## config.mk

```make
export PLATFORM = sky130hd
export DESIGN_NAME = garage_door_actuator
export DESIGN_NICKNAME = d
export VERILOG_FILES = /design/src/rtl/garage_door_actuator.sv
export SDC_FILE = /design/constraint.sdc
export NUM_CORES = 1
export LEC_CHECK = 0
export CORE_MARGIN = 4
export CORE_UTILIZATION = 42
export DETAILED_ROUTE_END_ITERATION = 10
export GPL_ROUTABILITY_DRIVEN = 0
export SETUP_SLACK_MARGIN = 0.4
export SLEW_MARGIN = 20
export SYNTH_ARGS = -nofsm -noshare
export SYNTH_HDL_FRONTEND = slang
export SYNTH_SLANG_ARGS = --single-unit
```

## constraint.sdc

```tcl
create_clock -name clk -period 3.6 [get_ports clk]
set_clock_uncertainty 0.2 [all_clocks]
set_input_delay 0.72 -clock clk [delete_from_list [all_inputs] [get_ports clk]]
set_output_delay 0.72 -clock clk [all_outputs]
set_load 0.05 [all_outputs]
```

## src/rtl/garage_door_actuator.sv

```systemverilog
`default_nettype none
// ============================================================================
// Module      : garage_door_actuator
// Description : Motor actuator controller for a garage door. Translates the
//               level-sensitive open/close commands into motor winding drives.
//               It tracks door travel as a position count and inserts a dead
//               time between opposite travel directions. If an obstacle is
//               seen while closing, the door reverses automatically. A sticky
//               fault flag records conflicting commands.
// Revision    : 1.0 - initial release
// ----------------------------------------------------------------------------
// Parameters
//   TRAVEL_MAX    position count at full open (1..255)
//   DEAD_TIME     idle cycles between opposite travel directions (1..15)
// Ports
//   clk           in   1  rising-edge clock
//   reset         in   1  asynchronous active-high reset
//   motor_up      in   1  open command (level)
//   motor_down    in   1  close command (level)
//   obstacle      in   1  beam-break sensor, 1 = path blocked
//   drive_up      out  1  motor drive, open direction
//   drive_down    out  1  motor drive, close direction
//   door_position out  8  travel count, 0 = closed, TRAVEL_MAX = open
//   door_closed   out  1  door_position == 0
//   door_open     out  1  door_position == TRAVEL_MAX
//   state         out  3  CLOSED=0 OPENING=1 OPEN=2 CLOSING=3 STOPPED=4 DEAD=5
//   fault         out  1  sticky: both commands seen high together
// ============================================================================
module garage_door_actuator #(
  parameter int TRAVEL_MAX = 200,
  parameter int DEAD_TIME  = 4
) (
  input  logic       clk,
  input  logic       reset,
  input  logic       motor_up,
  input  logic       motor_down,
  input  logic       obstacle,
  output logic       drive_up,
  output logic       drive_down,
  output logic [7:0] door_position,
  output logic       door_closed,
  output logic       door_open,
  output logic [2:0] state,
  output logic       fault
);

  typedef enum logic [2:0] {
    S_CLOSED  = 3'd0,
    S_OPENING = 3'd1,
    S_OPEN    = 3'd2,
    S_CLOSING = 3'd3,
    S_STOPPED = 3'd4,
    S_DEAD    = 3'd5
  } state_t;

  localparam logic [7:0] c_TRAVEL_MAX = 8'(TRAVEL_MAX);
  localparam logic [3:0] c_DEAD_LOAD  = 4'(DEAD_TIME - 1);

  state_t     r_state;
  logic [7:0] r_pos;
  logic [3:0] r_dead_cnt;
  logic       r_target_up;   // direction to take when DEAD expires
  logic       r_rev;         // auto-reverse in progress after an obstacle
  logic       r_fault;

  logic       w_up_cmd;
  logic       w_dn_cmd;
  logic       w_no_cmd;
  logic       w_both;
  logic [7:0] w_pos_inc;
  logic [7:0] w_pos_dec;

  // Conflicting commands cancel each other and are treated as no command.
  assign w_up_cmd  = motor_up & ~motor_down;
  assign w_dn_cmd  = motor_down & ~motor_up;
  assign w_no_cmd  = ~w_up_cmd & ~w_dn_cmd;
  assign w_both    = motor_up & motor_down;
  assign w_pos_inc = r_pos + 8'd1;
  assign w_pos_dec = r_pos - 8'd1;

  always_ff @(posedge clk or posedge reset) begin
    if (reset) begin
      r_state     <= S_CLOSED;
      r_pos       <= 8'd0;
      r_dead_cnt  <= 4'd0;
      r_target_up <= 1'b0;
      r_rev       <= 1'b0;
      r_fault     <= 1'b0;
    end else begin
      if (w_both) begin
        r_fault <= 1'b1;
      end

      case (r_state)
        S_CLOSED: begin
          if (w_up_cmd) begin
            r_state <= S_OPENING;
          end
        end

        S_OPENING: begin
          // While auto-reversing, commands are ignored until fully open.
          if (!r_rev && w_no_cmd) begin
            r_state <= S_STOPPED;
          end else if (!r_rev && w_dn_cmd && !obstacle) begin
            r_state     <= S_DEAD;
            r_target_up <= 1'b0;
            r_dead_cnt  <= c_DEAD_LOAD;
          end else if (r_pos >= c_TRAVEL_MAX) begin
            // Re-entered OPENING while already at the top (e.g. via STOPPED).
            r_state <= S_OPEN;
            r_rev   <= 1'b0;
          end else begin
            r_pos <= w_pos_inc;
            if (w_pos_inc == c_TRAVEL_MAX) begin
              r_state <= S_OPEN;
              r_rev   <= 1'b0;
            end
          end
        end

        S_OPEN: begin
          if (w_dn_cmd && !obstacle) begin
            r_state <= S_CLOSING;
          end
        end

        S_CLOSING: begin
          if (obstacle) begin
            r_state     <= S_DEAD;
            r_target_up <= 1'b1;
            r_rev       <= 1'b1;
            r_dead_cnt  <= c_DEAD_LOAD;
          end else if (w_no_cmd) begin
            r_state <= S_STOPPED;
          end else if (w_up_cmd) begin
            r_state     <= S_DEAD;
            r_target_up <= 1'b1;
            r_dead_cnt  <= c_DEAD_LOAD;
          end else if (r_pos == 8'd0) begin
            r_state <= S_CLOSED;
          end else begin
            r_pos <= w_pos_dec;
            if (w_pos_dec == 8'd0) begin
              r_state <= S_CLOSED;
            end
          end
        end

        S_STOPPED: begin
          if (w_up_cmd) begin
            r_state <= S_OPENING;
          end else if (w_dn_cmd && !obstacle) begin
            r_state <= S_CLOSING;
          end
        end

        S_DEAD: begin
          if (r_dead_cnt == 4'd0) begin
            if (r_target_up) begin
              r_state <= S_OPENING;
            end else if (obstacle) begin
              // Never start closing into a blocked beam.
              r_state <= S_STOPPED;
            end else begin
              r_state <= S_CLOSING;
            end
          end else begin
            r_dead_cnt <= r_dead_cnt - 4'd1;
          end
        end

        default: begin
          r_state <= S_STOPPED;
        end
      endcase
    end
  end

  // Drives decode straight from the state register so an asynchronous reset
  // removes motor power immediately.
  assign drive_up      = (r_state == S_OPENING);
  assign drive_down    = (r_state == S_CLOSING);
  assign door_position = r_pos;
  assign door_closed   = (r_pos == 8'd0);
  assign door_open     = (r_pos == c_TRAVEL_MAX);
  assign state         = r_state;
  assign fault         = r_fault;

endmodule
`default_nettype wire

```

== After elaboration in Yosys (flattened, before gate mapping) ==
Index checks and enable logic that the tools add are counted.

* Register bits after elaboration: 18
* Output and inout port bits: 16

* Add/subtract/negate cells: 3
* Magnitude comparators: 1
* Equal/unequal tests: 24
* Mux-type cells: 43
* Bitwise operators: 8
* Reductions and logical operators: 17

{| class="wikitable"
|+ Operators by type and width
! kind !! number
|-
| two-way mux 8 bit || 7
|-
| two-way mux 3 bit || 15
|-
| two-way mux 4 bit || 6
|-
| inequality test 2 bit, second input constant || 11
|-
| case mux 3 bit (6 select lines) || 1
|-
| == test 8 bit, second input constant || 2
|-
| zero test 8 bit || 2
|-
| case mux 8 bit (2 select lines) || 1
|-
| case mux 4 bit (3 select lines) || 1
|-
| two-way mux 1 bit || 10
|-
| AND reduction 5 bit || 2
|-
| adder 8 x 1 -> 8 bit, second input constant || 1
|-
| greater-or-equal comparator 8 bit, second input constant || 1
|-
| AND reduction 8 bit || 1
|-
| subtractor 8 x 1 -> 8 bit, second input constant || 1
|-
| == test 3 x 2 -> 1 bit, second input constant || 2
|-
| == test 3 bit, second input constant || 2
|-
| inequality test 6 x 2 -> 1 bit, second input constant || 1
|-
| AND reduction 6 bit || 1
|-
| inequality test 5 x 1 -> 1 bit, second input constant || 1
|-
| bitwise AND 1 bit || 4
|-
| logical AND 1 bit || 4
|-
| zero test 4 bit || 1
|-
| inverter 1 bit || 4
|-
| other kinds (12) || 14
|}

== Longest topological paths before layout ==
* Depth in word-level cells: 8
* Depth in mapped cells: 8
* Depth with buffers taken out: 7

== Worst setup path before layout ==
Ideal clock, no wire load.

* Path type: flip-flop to output port
* Start: register r_pos[6] (netlist: door_position[6])
* End: output door_closed
* Data arrival time: 2.321 ns
* Required time: 2.680 ns
* Setup slack: 0.359 ns
* Stages on the path, launching flop included: 3
* Path through: dfrtp_1 -> or4_4 -> nor3_1

* Cells in the longest elaborated chain, start to end: 1

{| class="wikitable"
|+ Ends and longest elaborated chain
! item !! RTL line !! RTL
|-
| start: declaration || 60 || <nowiki>logic [7:0] r_pos;</nowiki>
|-
| start signal: assignment || 114 || <nowiki>r_pos <= w_pos_inc;</nowiki>
|-
| start signal: assignment || 143 || <nowiki>r_pos <= w_pos_dec;</nowiki>
|-
| zero test 8 bit || 185 || <nowiki>assign door_closed = (r_pos == 8'd0);</nowiki>
|-
| end: declaration || 41 || <nowiki>output logic door_closed,</nowiki>
|}

Every way passes these cells.

== Worst setup path in the final report ==
* Start: register r_pos[4] (netlist: door_position[4])
* End: output door_closed

The elaborated chain is that of the path after synthesis.

==> metrics.md <==
| Metric | Value |
|---|---|
| Async SR Flop Fraction | `100%` |
| Crit Path Class | `reg -> out` |
| N_diodes | `0` |
| Die ar. | `4490 µm²` |
| HPWL after DPL | `2650 µm` |
| Overflow after GRT | `0` |
| Pleak | `0.748 nW` |
| Cell Area, Synth | `1460 µm²` |
| Antenna Nets Post-Route | `0` |
| Drt initial violations | `134` |
| # DRC | `0` |
| Layout cell share with drive strength beyond 1 | `10.0%` |
| Vias in the first global route | `1313` |
| Post-synth EDFFs | `0` |
| Drt total wl | `3530 µm` |
| Num CTS Buffers | `3` |
| Worst Max-Slew Pin Slew | `0.693 ns` |
| TritonRoute pass-1 iters | `4` |
| IO Pins | `21` |
| CTS Root Cell | `clkbuf_4` |
| Core area | `3360 µm²` |
| Slew Viols, Final | `0` |
| Worst skew pair latency | `0.29 ns` |
| Buf/Inv on CP | `1` |
| CP max stage delay | `0.59 ns` |
| IO Port Bufs | `20` |
| Final TNS setup | `0 ns` |
| Sequential area share after synthesis | `30.8%` |
| Count of cell types in the netlist | `53` |
| Non-filler cells, final | `236` |
| Cell Chain, Critical Path | `or4_4 > nor3_2 > dlygate4sd2_1` |
| Final worst path period share | `83.1%` |
| Synth Area in XOR/XNOR | `5.98%` |
| CTS Hold Bufs | `0` |
| Vias | `1353` |
| Htree depth | `1` |
| Slew margin rel. | `53.8%` |
| CTS max path bufs | `2` |
| Layout area overhead | `19.8%` |
| Run status | `completed` |
| Max FO, Critical Path | `8` |
| Worst setup EP type | `primary output` |
| Filler cells | `346` |
| Top FF cell, synth | `dfrtp_1` |
| Crit path launch type | `register` |
| Setup WS pre-CTS | `0.413 ns` |
| RSZ-0062 raised after global routing | `no` |
| Layout net count | `206` |
| Std-Cell Rows | `21` |
| First-pass GRT wire length | `6000 µm` |
| Syn avg cell area | `8.56 µm²` |
| DP Cell Count | `233` |
| Synth Area in Compound Gates | `22.1%` |
| Setup slack after layout | `0.607 ns` |
| Syn Inst Count | `171` |
| Worst ir drop on vdd | `0.000329 V` |
| Worst path slowest cell | `or4_4` |
| Clk slew on worst S/H paths | `0.10 ns` |
| Final Setup Violations | `0` |
| Gr usage total | `17.4%` |
| Synthesis-stage register bit count | `18` |
| Number of vias per cell | `5.73` |
| Tmin final | `2.99 ns` |
| Worst EP required | `2.68 ns` |
| Avg WL per Cell | `14.9 µm` |
| Cell area power density | `874 nW/µm²` |
| Fmax | `334 MHz` |
| Chip height | `67.0 µm` |
| Largest family of logic cells by synthesized area | `simple AND/OR/NAND/NOR gates` |
| CP arrival | `2.07 ns` |
| Die W | `67.0 µm` |
| CTS Sinks | `18` |
| Simple-gate share of the synthesized area | `26.4%` |
| Yosys warns | `0` |
| Final hold vios | `0` |
| Pin count of the biggest net entering global routing | `19` |
| Max_cap viols | `0` |
| Synthesized Nets | `185` |
| Mux share of post-synthesis cell area | `1.45%` |
| CTS tree | `yes` |
| Hold Path Class | `reg -> reg` |
| Starting Density | `43.5%` |
| Synth Area in Adders | `7.69%` |
| Worst path top cell family by delay | `simple AND/OR/NAND/NOR gates` |
| Initial antenna violation count | `0` |
-- worst reg2reg max path, cell delays in order, from the launching register on --
cell     delay [ns]
dfrtp_1        0.58
inv_1          0.16
ha_1           0.31
xnor2_1        0.15
and4b_1        0.21
a31oi_1        0.14
nor4_1         0.32
a21oi_1        0.12
-- per-layer routing --
layer  track usage (%)  part of all wire [%]  vias up
li1                  -                     -      663
met1              22.4                    45      638
met2              28.6                    49       41
met3              3.54                   4.4       11
met4              6.08                   2.2        0
met5                 0                     0        -
-- final cells by class --
type | instances | area [µm²] | area share (%)
Sequential cell | 18 | 452 | 25.7
Multi-Input combinational cell | 131 | 941 | 53.6
Tap cell | 46 | 57.6 | 3.28
Inverter | 14 | 52.6 | 3.00
Clock buffer | 3 | 22.5 | 1.28
Timing Repair Buffer | 24 | 229 | 13.1
-- state kept, by name, summed over array words and instances (netlist names) --
| signal | flops |
|---|---|
| fault | 1 |
| door_position | 8 |
| r_rev | 1 |
| state | 3 |
| r_dead_cnt | 4 |
| r_target_up | 1 |
-- cells in the final DEF (no fill, tap or decap), types with 4 or more instances in the layout --
cell,Yosys,routed
ha_1,9,9
nand2_1,11,11
inv_1,13,13
a21oi_1,7,7
nor2b_1,4,4
buf_4,0,4
nor2_1,9,9
xor2_1,4,4
nor3_1,10,8
xnor2_1,6,6
nor4_1,5,5
nand3b_1,4,4
nand2b_1,4,4
o21ai_0,7,7
dfrtp_1,18,17
clkdlybuf4s50_1,0,16
-- cell families (layout without fill, tap and decap cells) --
group | Yosys count | after routing
AO/OA/AOI/OAI | 42 | 42
XOR/XNOR | 10 | 10
adder cells (fa/ha/maj) | 9 | 9
buffers and inverters | 22 | 41
flip-flops | 18 | 18
multiplexers | 2 | 2
AND/OR/NAND/NOR | 68 | 68
-- final timing paths --
path / from / to / slack (ns) / cells after the start
max: door_position[4] / door_closed / 0.61 / 3
min: fault / fault / 0.28 / 1
max reg2reg: door_position[0] / state[0] / 1.28 / 7
min reg2reg: fault / fault / 0.28 / 1
max in group asynchronous: reset / state[1] / 2.09 / 2
min in group asynchronous: reset / r_dead_cnt[3] / 0.63 / 2
-- cell usage after synthesis (all sizes together) (4+ instances only) --
master / instances / area share, %
dfrtp: 18 / 31
inv: 13 / 3.3
nand2: 11 / 2.8
nor2: 10 / 2.7
nor3: 10 / 3.4
ha: 9 / 7.7
o21ai: 8 / 2.7
a21oi: 7 / 2.4
clkbuf: 7 / 1.8
xnor2: 6 / 3.6
nor4: 5 / 2.1
nand2b: 4 / 1.7
nand3b: 4 / 2.1
nor2b: 4 / 1.7
xor2: 4 / 2.4
-- power by group --
group / switching (mW) / internal [mW]
sequential: 0.153 / 0.286
combinational: 0.608 / 0.387
clock: 0.0603 / 0.0389
-- through the flow --
step | utilization (%) | power [mW] | hold slack [ns] | area (µm²)
after floorplan | - | 1.15 | 0.268 | 1470
after global placement | 51.5 | 1.42 | 0.248 | 1730
after detailed placement | 51.5 | 1.44 | 0.261 | 1730
after CTS | 52.0 | 1.53 | 0.287 | 1750
after global routing | 52.2 | 1.66 | 0.316 | 1750
final | 52.2 | 1.53 | 0.277 | 1750
-- what timing repair did --
action	4_1_cts	5_1_grt
setup buffers	0	0
resized for setup	3	2
endpoints found under the setup margin	3	1
(Power assumes the default switching activity.)
